File: config.mk
export PLATFORM = sky130hd
export DESIGN_NAME = tt_sweep
export DESIGN_NICKNAME = d
export VERILOG_FILES = /design/src/rtl/tt_sweep.sv
export SDC_FILE = /design/constraint.sdc
export NUM_CORES = 1
export LEC_CHECK = 0
export ABC_AREA = 1
export BUFFER_PORTS_ARGS = -buffer_cell sky130_fd_sc_hd__buf_2
export CAP_MARGIN = 40
export CORE_MARGIN = 2
export CORE_UTILIZATION = 35
export CTS_BUF_LIST = sky130_fd_sc_hd__clkbuf_2 sky130_fd_sc_hd__clkbuf_4 sky130_fd_sc_hd__clkbuf_8
export DETAILED_ROUTE_END_ITERATION = 8
export GPL_ROUTABILITY_DRIVEN = 0
export PLACE_DENSITY_LB_ADDON = 0.15
export REMOVE_ABC_BUFFERS = 1
export SETUP_SLACK_MARGIN = 0.4
export SLEW_MARGIN = 10
export SYNTH_ARGS = -nofsm -noshare
export SYNTH_HDL_FRONTEND = slang
export SYNTH_SLANG_ARGS = --single-unit
File: constraint.sdc
create_clock -name clk -period 1.6 [get_ports clk]
set_input_delay 0.08 -clock clk [delete_from_list [all_inputs] [get_ports clk]]
set_output_delay 0.08 -clock clk [all_outputs]
set_load 0.05 [all_outputs]
File: src/rtl/tt_sweep.sv
// Truth-table sweeper: walks all 2^N_IN input vectors, evaluates N_FN LUT functions and counts true minterms.
// Define GRAY_ORDER_EN to visit vectors in Gray order instead of ascending binary order.
module tt_sweep #(
    parameter int N_IN     = 3,
    parameter int N_FN     = 1,
    parameter int STEP_CYC = 10
) (
    input  logic                       clk,
    input  logic                       rst_n,
    input  logic                       start,
    input  logic                       hold,
    input  logic [N_FN*(2**N_IN)-1:0]  lut,
    output logic [N_IN-1:0]            abc,
    output logic [N_FN-1:0]            f,
    output logic                       valid,
    output logic                       busy,
    output logic                       done,
    output logic [N_FN*(N_IN+1)-1:0]   ones_cnt
);

    localparam int N_VEC = 2**N_IN;
    localparam int LUT_W = N_FN*N_VEC;
    localparam int DW    = $clog2(STEP_CYC+1);
    localparam logic [DW-1:0]   DWELL_LAST = DW'(STEP_CYC-1);
    localparam logic [N_IN-1:0] IDX_LAST   = '1;

    typedef enum logic [1:0] {S_IDLE, S_RUN, S_DONE} state_t;

    state_t                    r_state, w_state_next;
    logic [N_IN-1:0]           r_idx;
    logic [DW-1:0]             r_dwell;
    logic [LUT_W-1:0]          r_lut;
    logic [N_FN-1:0]           r_f;
    logic [N_FN-1:0][N_IN:0]   r_cnt;

    logic                      w_start;
    logic                      w_last;
    logic [N_IN-1:0]           w_idx_next;
    logic [N_IN-1:0]           w_abc_next;
    logic [LUT_W-1:0]          w_lut_src;
    logic [N_FN-1:0]           w_f_next;

    assign busy   = (r_state == S_RUN);
    assign done   = (r_state == S_DONE);
    assign valid  = busy && (r_dwell == DWELL_LAST) && !hold;
    assign w_start = (r_state == S_IDLE) && start;
    assign w_last  = (r_idx == IDX_LAST);

`ifdef GRAY_ORDER_EN
    assign abc        = r_idx ^ (r_idx >> 1);
    assign w_abc_next = w_idx_next ^ (w_idx_next >> 1);
`else
    assign abc        = r_idx;
    assign w_abc_next = w_idx_next;
`endif

    assign w_idx_next = w_start ? '0 : r_idx + N_IN'(1);
    // The first vector is looked up in the live lut, since the copy is captured on the same edge.
    assign w_lut_src  = w_start ? lut : r_lut;
    assign f          = r_f;
    assign ones_cnt   = r_cnt;

    always_comb begin
        // NOTE: every output of a combinational block gets a default first so no path leaves it unassigned (no latch).
        w_f_next = '0;
        for (int j = 0; j < N_FN; j++)
            w_f_next[j] = w_lut_src[j*N_VEC + int'(w_abc_next)];
    end

    always_ff @(posedge clk or negedge rst_n) begin
        // NOTE: state registers use non-blocking assignments so every flop samples pre-edge values.
        if (!rst_n) r_state <= S_IDLE;
        else        r_state <= w_state_next;
    end

    always_comb begin
        w_state_next = r_state;
        case (r_state)
            S_IDLE:  if (start) w_state_next = S_RUN;
            S_RUN:   if (valid && w_last) w_state_next = S_DONE;
            S_DONE:  w_state_next = S_IDLE;
            default: w_state_next = S_IDLE;
        endcase
    end

    always_ff @(posedge clk or negedge rst_n) begin
        if (!rst_n) begin
            r_idx   <= '0;
            r_dwell <= '0;
            r_lut   <= '0;
            r_f     <= '0;
            r_cnt   <= '0;
        end else if (w_start) begin
            r_lut   <= lut;
            r_cnt   <= '0;
            r_idx   <= '0;
            r_dwell <= '0;
            r_f     <= w_f_next;
        end else if (valid) begin
            for (int j = 0; j < N_FN; j++)
                r_cnt[j] <= r_cnt[j] + {{N_IN{1'b0}}, r_f[j]};
            r_dwell <= '0;
            // After the last sample abc/f stay put so IDLE shows the final vector.
            if (!w_last) begin
                r_idx <= w_idx_next;
                r_f   <= w_f_next;
            end
        end else if (busy && !hold) begin
            r_dwell <= r_dwell + DW'(1);
        end
    end

endmodule

# After elaboration in Yosys (flattened, before gate mapping)
# Cells that the tools add are included.
[totals]
register_bits = 22
latchBits = 0
ram_bits = 0
rom_bits = 0
input_bits = 12
output_inout_bits = 11
word_cells = 46
mem_count = 0
[classes]
addsub = 3
n_mul = 0
div_mod_pow = 0
n_lt_le_gt_ge = 1
n_eq_ne = 7
shifts = 0
n_mux = 18
bitwise_logic = 0
reduce_logical = 11
[ops]
columns = ["op", "n"]
rows = [
  ["$mux W4", 5],
  ["$mux W3", 4],
  ["$mux W8", 1],
  ["$logic_and A1 B1 Y1", 5],
  ["$add A4 B1 Y4", 1],
  ["$add A4 B1 Y4 const B", 1],
  ["$eq A4 B4 Y1 const B", 1],
  ["$lt A3 B4 Y1 const B", 1],
  ["$mux W1", 4],
  ["$mux W2", 2],
  ["$ne A2 B2 Y1 const B", 2],
  ["$pmux W2 S2", 1],
  ["$reduce_and A2 Y1", 2],
  ["$add A3 B1 Y3 const B", 1],
  ["$bmux W1 S3", 1],
  ["$eq A3 B3 Y1 const B", 1],
  ["$reduce_bool A3 Y1", 1],
  ["$eq A2 B1 Y1 const B", 1],
  ["$eq A2 B2 Y1 const B", 1],
  ["$logic_not A2 Y1", 1],
  ["$ne A2 B1 Y1 const B", 1],
  ["$reduce_bool A2 Y1", 1],
  ["$logic_not A1 Y1", 1],
]

# Logic depth before layout (Yosys ltp)
# Gate-level depths: netlist (run 1).
[logic_depth]
depth_word = 8
mapped_depth = 9
ltp_nobuf = 9

# Least setup slack after synthesis (run 1)
# No wires, ideal clock.
[synth_timing]
path_type = "register to register"
from = "register r_idx[0], in the netlist abc[0]"
to = "register r_idx[0], in the netlist abc[0]"
setup_time_ps = 120
arrival_time_ps = 1448
t_required_ps = 1480
setup_slack_ps = 31
path_stages_with_launch = 9
n_path_buf = 0
period_less_slack_ps = 1569
path_cell_list = "dfrtp_1 -> ha_1 -> ha_1 -> inv_1 -> nand2_4 -> nand2_4 -> inv_4 -> nand2_1 -> o21ai_2"
[synth_between]
elab_chain_len = 5
word_cells_on_any_way = 8
classes_between = "1 x add/sub; 2 x eq/ne; 4 x mux; 1 x reduce/logical"
[synth_rtl]
columns = ["element", "line_no", "text"]
rows = [
  ["from (decl)", "30", "logic [N_IN-1:0] r_idx;"],
  ["from (signal assigned)", "105", "r_idx <= w_idx_next;"],
  ["$add A3 B1 Y3", "57", "assign w_idx_next = w_start ? '0 : r_idx + N_IN'(1);"],
  ["$mux W3", "57", ""],
  ["$mux W3", "104", "if (!w_last) begin"],
  ["$mux W3", "99", "end else if (valid) begin"],
  ["$mux W3", "93", "end else if (w_start) begin"],
]
# Several ways; a longest one is shown, not always the timed one. The select of a mux whose other input is x is not followed.
# A chain may end at the register's enable or synchronous reset.

# Worst setup path after layout (run 1)
[layout_timing]
from = "register r_state[1]"
to = "output port valid"
[layout_between]
elab_chain_len = 3
[layout_rtl]
columns = ["element", "line_no", "text"]
rows = [
  ["from (decl)", "29", "state_t r_state, w_state_next;"],
  ["from (signal assigned)", "73", "else r_state <= w_state_next;"],
  ["$eq A2 B1 Y1", "43", "assign busy = (r_state == S_RUN);"],
  ["$logic_and A1 B1 Y1 (2 in a row)", "45", "assign valid = busy && (r_dwell == DWELL_LAST) && !hold;"],
  ["to (decl)", "15", "output logic valid,"],
]
# Every way passes these cells.

==> results of run 1 <==
[layout by cell type (no fill, tap or decap), types with 2 or more instances in the layout]
master	synthesis	final
nand3_1	15	14
clkbuf_4	0	3
o21ai_1	5	4
nor2_4	0	2
o21ai_2	3	4
inv_2	2	4
o21ai_0	2	2
buf_8	0	3
nor2_1	6	6
nand2_2	3	7
a21oi_1	4	4
buf_4	0	13
nand2_1	36	29
nand2_4	3	5
inv_1	13	10
ha_1	6	6
dfrtp_1	22	21
buf_6	1	2
buf_2	0	19
dlygate4sd3_1	0	5
[final cells by class]
type                            instances  share of cell area
Sequential cell                        22               0.338
Tap cell                               44              0.0337
Timing Repair Buffer                   43               0.202
Clock buffer                            3              0.0138
Inverter                               17              0.0437
Multi-Input combinational cell         95               0.369
[metrics by stage]
stage | cells | hold slack [ns] | total power [µW] | setup slack [ns]
after floorplan | 134 | -0.216 | 1700 | 0.0279
after global placement | 200 | 0.0785 | 1920 | 0.117
after detailed placement | 200 | 0.0792 | 1950 | 0.0752
after CTS | 211 | 0.0373 | 2280 | 0.100
after global routing | 224 | 0.0559 | 2620 | 0.0844
final | 224 | 0.0615 | 2400 | 0.148
[metal layers]
layer	GRT usage	wire length, µm	up-vias
met4	0.0274	39	0
met3	0.0373	92	6
li1	-	-	528
met1	0.183	1080	511
met2	0.250	1270	25
met5	0	0	-
[worst min-delay path: cells and delay by family]
family / cells / cell delay [ns]
buf+inv: 1 / 0.09
simple gates: 2 / 0.16
[path summary, 6_finish.rpt]
check,startpoint,to,cells after the start
setup / recovery,r_state[1],valid,5
hold / removal,lut[2],r_lut[2],3
setup reg to reg,r_state[1],abc[2],10
hold reg to reg,r_lut[2],r_lut[2],2
max in group asynchronous,rst_n,abc[0],2
min in group asynchronous,rst_n,r_dwell[2],2
[what timing repair did]
action / 4_1_cts / 5_1_grt
endpoints found under the hold margin: 26 / 0
pin swaps: 5 / 6
buffers inserted: 3 / 13
resized for setup: 22 / 11
endpoints found under the setup margin: 20 / 24
hold buffers: 5 / 0
[state kept, by name (all words and copies together), names as in the netlist]
name,cells
f,1
r_state,2
r_lut,8
ones_cnt,4
r_dwell,4
abc,3
[where the power goes]
part	internal [µW]	switching [µW]
clock network	87.7	155
registers	755	141
logic	491	773
[logic make-up (layout without fill, tap and decap cells)]
kind of cell,after synthesis,count (layout),share of synthesized area
buf+inv,18,63,0.0663
fa+ha+maj,6,6,0.0642
flops,22,22,0.471
simple gates,73,73,0.316
compound gates,16,16,0.0834
==> flow_metrics.tcl, run 1 <==
set metrics [dict create \
    dpl.hpwl_um 1700 \
    async_flop_share 1.00 \
    core_mm2 0.00313 \
    worst-path-max-fanout 2 \
    area_growth_pct 39.6 \
    cts.sink_count 22 \
    die_height_um 61.8 \
    grtUsageTotal 0.144 \
    cp.arrival_ns 1.37 \
    finClkSkew_ns 0.000770 \
    first_pass_iters 4 \
    yosys.area.top_type_share 0.471 \
    ys_seq_elements 22 \
    drive_above_1_share 0.400 \
    drv_slew 0 \
    drc 0 \
    insertion_delay_ns 0.30 \
    ios 23 \
    synth_cells 135 \
    hold_viol_final 0 \
    maxCapViolations 0 \
    ctsLongestPathBuffers 2 \
    die_area_mm2 0.00382 \
    setup_tns_ns 0 \
    drt_iter0_markers 57 \
    final-setup-viol-count 0 \
    crit_slowest_cell "dfrtp_1" \
    antenna_cells 0 \
    fp.dieW_um 61.8 \
    peakVddDrop_uv 1180 \
    antenna_found_initial 0 \
    grt_max_degree 23 \
    h-tree-depth 1 \
    fin_util 0.522 \
    relSlewSlack 0.671 \
    overflow 0 \
    cellPowerDensity_mw_per_mm2 1470 \
    nets 200 \
    path_cells "inv_2 -> nand2_2 -> or2_4 -> nor2_8 -> buf_8" \
    end_kind "primary output" \
    synth_edf_count 0 \
    multi_input_comb_area_um2 602 \
    rows 20 \
    ys_seq_area_frac 0.471 \
    grt_pass1_wl_um 4080 \
    grt_pass1_vias 982 \
    worstSetupPathType "flop to primary output" \
    cts_made_buffers 3 \
    outcome "finished clean" \
    worstHoldPathType "input pin to flop" \
    power.leakage_uw 0.000870 \
    fin_area_mm2 0.00163 \
    rsz0062_at_grt "true" \
    r2r_slack_ns 0.16 \
    synth.area.top_cells "dfrtp_1 (47%), nand2_1 (12%), ha_1 (6.4%)" \
    cp_num_buf_inv 2 \
    ys_types 26 \
    nFillCells 311 \
    period_share 0.908 \
    seq_area_um2 552 \
    yosysWarnings 0 \
    portBuffers 22 \
    synth_common_cells "nand2_1 (36), dfrtp_1 (22), nand3_1 (15)" \
    vias 1070 \
    viasPerCell 4.78 \
    worst_pin_slew_ns 0.493 \
    critPathMaxStageDelay_ns 0.43 \
    clk_pin_slew_ns 0.11 \
    syn_area_per_cell_um2 8.67 \
    wl_per_cell_um 11.1 \
    fmax_mhz 689 \
    yosysTopAreaCell "dfrtp_1" \
    syn-cell-area_mm2 0.00117 \
    yosysMostFrequentCell "nand2_1" \
    fin_crit_ns 1.45 \
    routed_wl_um 2490 \
    cts_tree "done" \
    critical_path.top_delay_family "flip-flops" \
    synth_ff_type "dfrtp_1" \
    cts-root-buf "clkbuf_4" \
    ant_nets 0 \
    start_kind "flop" \
    floorplan.initialDensity 0.374 \
    dpl-instance-area_mm2 0.00132 \
    required_ns 1.52 \
]
No activity file was read; power rests on OpenSTA's default activity.
==> run 2, diff against run 1 <==
Settings changed: ABC_AREA 1 to unset, CORE_MARGIN 2 to unset.
==> run 2 against run 1 <==
Effect of this change: the flow now finishes with violations (negative setup slack); non-clock buffer count increased by 19; flip-flop and latch count stayed put; power shrank 4.5%; core utilization is 14 points higher; largest power group unchanged.
==> flow_metrics.tcl, run 2 <==
set metrics [dict create \
    area_growth_pct 73.4 \
    cts_made_buffers 3 \
    switchingPower_uw 793 \
    finClkSkew_ns 0.00790 \
    die_height_um 57.7 \
    internal_power_uw 1500 \
    hold_viol_final 0 \
    final-setup-viol-count 3 \
    fin_ws_ns -0.0708 \
    h-tree-depth 1 \
    cts.sink_count 22 \
    drt_iter0_markers 26 \
    nets 174 \
    yosysTopAreaCell "dfrtp_1" \
    period_share 1.04 \
    grt_max_degree 23 \
    die_area_mm2 0.00333 \
    clk_pin_slew_ns 0.13 \
    setup_tns_ns -0.134 \
    yosys.area.top_type_share 0.507 \
    yosysMostFrequentCell "dfrtp_1" \
    drive_above_1_share 0.594 \
    relSlewSlack 0.671 \
    rsz0062_at_grt "true" \
    ios 23 \
    drc 0 \
    grt_pass1_wl_um 4070 \
    nFillCells 212 \
    outcome "complete, but fails checks" \
    vias 957 \
    drv_slew 0 \
    portBuffers 22 \
    maxCapViolations 0 \
    insertion_delay_ns 0.32 \
    synth_edf_count 0 \
    ctsLongestPathBuffers 2 \
    worstHoldPathType "input pin to async pin" \
    layout_commonest_cell "dfrtp_1" \
    grtUsageTotal 0.167 \
    largest_reg_flops 8 \
    end_kind "flop" \
    rows 19 \
    viasPerCell 5.15 \
    syn-cell-area_mm2 0.00109 \
    fin_util 0.660 \
    power.leakage_uw 0.000923 \
    async_flop_share 1.00 \
    layout_common_cells "dfrtp_1 (22), buf_4 (19), buf_2 (16), buf_6 (14), dlygate4sd3_1 (9)" \
    worstSetupPathType "flop to flop" \
    fmax_mhz 598 \
    pwr-share-seq 0.361 \
    regMostFlops "r_lut" \
    dpl.hpwl_um 1450 \
    ys_seq_elements 22 \
    seq_area_um2 551 \
    worst_pin_slew_ns 0.493 \
    antenna_found_initial 0 \
    multi_input_comb_area_um2 664 \
    ys_types 30 \
    core_mm2 0.00285 \
    cts-root-buf "clkbuf_4" \
    required_ns 1.83 \
    synth_cells 92 \
    cp.arrival_ns 1.91 \
    fin_crit_ns 1.67 \
    floorplan.initialDensity 0.381 \
    routed_wl_um 2880 \
    fp.dieW_um 57.7 \
    antenna_cells 0 \
    ys_seq_area_frac 0.507 \
    violations "negative setup slack" \
    swShare 0.345 \
    first_pass_iters 4 \
    syn_area_per_cell_um2 11.8 \
    cellPowerDensity_mw_per_mm2 1220 \
    synth_ff_type "dfrtp_1" \
    synth.area.top_cells "dfrtp_1 (51%), mux2_2 (7.3%), ha_1 (6.9%)" \
    overflow 0 \
    synth_common_cells "dfrtp_1 (22), mux2_2 (7), ha_1 (6), nand2_1 (6)" \
    peakVddDrop_uv 752 \
    clkPwrFrac 0.189 \
    wl_per_cell_um 15.5 \
    comb_power_share 0.449 \
    grt_pass1_vias 942 \
    cts_tree "done" \
    worst-path-max-fanout 4 \
    ant_nets 0 \
    start_kind "flop" \
    yosysWarnings 0 \
]
run 2: path summary, 6_finish.rpt:
kind / from / end / slack (ns) / cells after the start
hold / removal: rst_n / r_state[0] / 0.25 / 2
hold reg to reg: r_lut[2] / r_lut[2] / 0.53 / 1
max in group asynchronous: rst_n / ones_cnt[3] / 1.01 / 2
setup / recovery: r_dwell[0] / f / -0.07 / 8
setup reg to reg: r_dwell[0] / f / -0.07 / 8
min in group clk: hold / r_dwell[0] / 0.31 / 5
run 2: timing repair:
action / CTS / global route
hold buffers: 9 / 0
pin swaps: 14 / 11
gates resized for setup: 25 / 39
hold endpoints to repair: 31 / 0
setup endpoints to repair: 26 / 28
buffers inserted: 11 / 8
gates cloned: 1 / 1
run 2: final cells by class:
cell class / instances / share of cell area
timing repair buffer: 62 / 0.296
multi-input combinational: 62 / 0.353
inverter: 5 / 0.00997
tap: 31 / 0.0206
clock buffer: 3 / 0.0120
sequential: 22 / 0.292
clock inverter: 1 / 0.0159
run 2: worst max-delay path: stages (launching register included):
cell and delay [ns]:
dfrtp_1 0.42, ha_1 0.21, nand3b_1 0.20, buf_4 0.17, nor3_4 0.04, buf_6 0.12, buf_4 0.13, buf_4 0.12
o311ai_2 0.19
run 2: cell families after synthesis:
family          count (synthesis)  share of synthesized area
xor+xnor                        5                     0.0403
buf+inv                         8                     0.0357
compound gates                  8                     0.0461
fa+ha+maj                       6                     0.0691
mux                            13                      0.139
flops                          22                      0.507
simple gates                   30                      0.162
run 2: per-stage QoR:
step           cells  total power (µW)  hold WS [ns]  worst slack (ns)  cell area (µm²)
3_5_place_dp     152              1550        0.0742            -0.103             1310
2_1_floorplan     89              1320        -0.216            -0.773             1070
6_report         186              2300         0.251           -0.0708             1880
4_1_cts          177              2100         0.219            0.0251             1670
3_3_place_gp     152              1530        0.0751           -0.0267             1310
5_1_grt          186              2420         0.279           -0.0993             1880
run 2: metal layers:
| layer | wire length (µm) | track usage | part of all wire |
|---|---|---|---|
| met1 | 1130 | 0.165 | 0.39 |
| met2 | 1510 | 0.314 | 0.53 |
| met3 | 118 | 0.0625 | 0.041 |
| met4 | 114 | 0.0646 | 0.040 |
| met5 | 0 | 0 | 0 |
run 2: power groups by stage:
stage	Clock, µW	Combinational (µW)	Sequential, µW
final	435	1030	829
after CTS	441	838	821
after floorplan	0	345	974
after global placement	0	710	822
after global routing	465	1110	845
after detailed placement	0	718	830
==> run 3, diff against run 2 <==
--- a/config.mk
+++ b/config.mk
@@ -7,3 +7,3 @@
 export LEC_CHECK = 0
-export BUFFER_PORTS_ARGS = -buffer_cell sky130_fd_sc_hd__buf_2
+export BUFFER_PORTS_ARGS = -buffer_cell sky130_fd_sc_hd__clkbuf_2
 export CAP_MARGIN = 40
==> constraint.sdc (replaced) <==
create_clock -name clk -period 1.6 [get_ports clk]
set_input_delay 0 -clock clk [delete_from_list [all_inputs] [get_ports clk]]
set_output_delay 0 -clock clk [all_outputs]
set_load 0.05 [all_outputs]
==> run 3 against run 2 <==
Effect of this change: largest cell class unchanged; hold slack got worse by 0.077 ns; final cell count is 2.2% lower; sequential power down 1%; count of clock-buffer cells in the layout is the same; clock power fell by 42%; clock skew rose by 0.0043 ns; the run now ends clean; first-iteration DRC count is 7.7% higher.
==> flow_metrics.tcl, run 3 (synthesized netlist as in run 2, its figures left out) <==
set metrics [dict create \
    relSlewSlack 0.623 \
    layout_commonest_cell "dfrtp_1" \
    cellPowerDensity_mw_per_mm2 1130 \
    portBuffers 22 \
    cts-root-buf "clkbuf_4" \
    power.leakage_uw 0.000844 \
    r2r_start "r_dwell[1]" \
    fmax_mhz 635 \
    grt_max_degree 23 \
    period_share 0.984 \
    area_growth_pct 63.1 \
    worst_pin_slew_ns 0.566 \
    layout_common_cells "dfrtp_1 (22), clkbuf_2 (18), buf_4 (15), buf_6 (11), dlygate4sd3_1 (9)" \
    final_cells 182 \
    viasPerCell 4.97 \
    peakVddDrop_uv 622 \
    fp.dieW_um 57.7 \
    cts_made_buffers 3 \
    antenna_found_initial 0 \
    dp.cells 153 \
    rsz0062_at_grt "true" \
    end_kind "flop" \
    regMostFlops "r_lut" \
    ctsLongestPathBuffers 2 \
    r2r_cells 8 \
    wl_per_cell_um 13.7 \
    hold_start "hold" \
    grt_pass1_vias 913 \
    antenna_cells 0 \
    largest_reg_flops 8 \
    worstHoldPathType "input pin to flop" \
    outcome "finished clean" \
    floorplan.initialDensity 0.381 \
    first_pass_iters 4 \
    fin_ws_ns 0.0252 \
    clk_pin_slew_ns 0.12 \
    grtUsageTotal 0.163 \
    rows 19 \
    cts.sink_count 22 \
    post-place-ws_ns -0.0420 \
    nets 171 \
    start_kind "flop" \
    drt_iter0_markers 28 \
    drc 0 \
    final-setup-viol-count 0 \
    ios 23 \
    grt_pass1_wl_um 4040 \
    die_height_um 57.7 \
    cp.arrival_ns 1.78 \
    vias 904 \
    fin_crit_ns 1.57 \
    routed_wl_um 2490 \
    required_ns 1.80 \
    dpl.hpwl_um 1450 \
    core_mm2 0.00285 \
    insertion_delay_ns 0.31 \
    finClkSkew_ns 0.0122 \
    min_path_cells 5 \
    ant_nets 0 \
    drv_slew 0 \
    hold_end "r_dwell[0]" \
    overflow 0 \
    r2r_slack_ns 0.03 \
    cts_tree "done" \
    worst-path-max-fanout 4 \
    h-tree-depth 1 \
    hold_viol_final 0 \
    drive_above_1_share 0.510 \
    maxCapViolations 0 \
    worstSetupPathType "flop to flop" \
    reg2reg_to "abc[1]" \
    die_area_mm2 0.00333 \
]
-- run 3: cell types whose count changed in the layout (fill, tap and decap cells not counted), moves of 2 or more --
cell      previous run  this run
clkbuf_2             0        18
buf_2               16         0
buf_4               19        15
buf_6               14        11
buf_8                1         3
nand2_1              3         5
nand2_4              2         0
nor3_1               0         2
or3_1                0         2
or3_4                2         0
-- run 3: worst max path at each step --
| stage | from | endpoint | cells past startpoint |
|---|---|---|---|
| CTS | r_dwell[1] | abc[2] | 7 |
| global placement | abc[0] | f | 5 |
| detailed placement | abc[0] | f | 5 |
| global route | r_dwell[1] | abc[1] | 8 |
| finish | r_dwell[1] | abc[1] | 8 |
| floorplan | r_state[1] | r_lut[1] | 2 |
-- run 3: where the power goes --
group | total (µW) | internal (µW) | switching [µW]
logic | 928 | 470 | 458
clock network | 253 | 88.0 | 165
registers | 821 | 719 | 102
-- run 3: metrics by stage --
| step | total power (µW) | instance area (µm²) | setup TNS (ns) | utilization | hold slack (ns) |
|---|---|---|---|---|---|
| finish | 2000 | 1770 | 0 | 0.621 | 0.174 |
| global route | 2150 | 1770 | -0.369 | 0.621 | 0.186 |
| CTS | 1950 | 1680 | 0 | 0.590 | 0.145 |
| detailed placement | 1550 | 1320 | -0.0609 | 0.461 | 0.0212 |
| global placement | 1530 | 1320 | -0.0644 | 0.461 | 0.0126 |
| floorplan | 1320 | 1070 | -12.54 | - | -0.296 |
-- run 3: worst max-delay path, cell delays in order (launching register included) --
cell      delay [ns]
dfrtp_1         0.40
inv_1           0.06
ha_2            0.15
nand3b_1        0.12
buf_4           0.17
nor3_4          0.21
buf_6           0.14
mux2i_1         0.17
nor2_1          0.05
-- run 3: timing repair --
action | 4_1_cts | 5_1_grt
setup buffers | 11 | 4
hold endpoints to repair | 31 | 0
hold buffers | 9 | 0
pin swaps | 13 | 4
setup endpoints to repair | 25 | 26
resized for setup | 29 | 19
cloned | 2 | 0
-- run 3: cell type report --
type                            instances  area, µm²
Fill cell                             241       1080
Timing Repair Buffer                   59        542
Multi-Input combinational cell         62        599
Inverter                                5       18.8
Clock buffer                            3       22.5
Sequential cell                        22        551
Tap cell                               31       38.8
-- run 3: per-layer routing --
metal / track usage / vias up / routed length, µm
met4: 0.0408 / 0 / 27
met1: 0.198 / 443 / 1040
li1: - / 435 / -
met5: 0 / - / 0
met2: 0.287 / 22 / 1320
met3: 0.0469 / 4 / 100
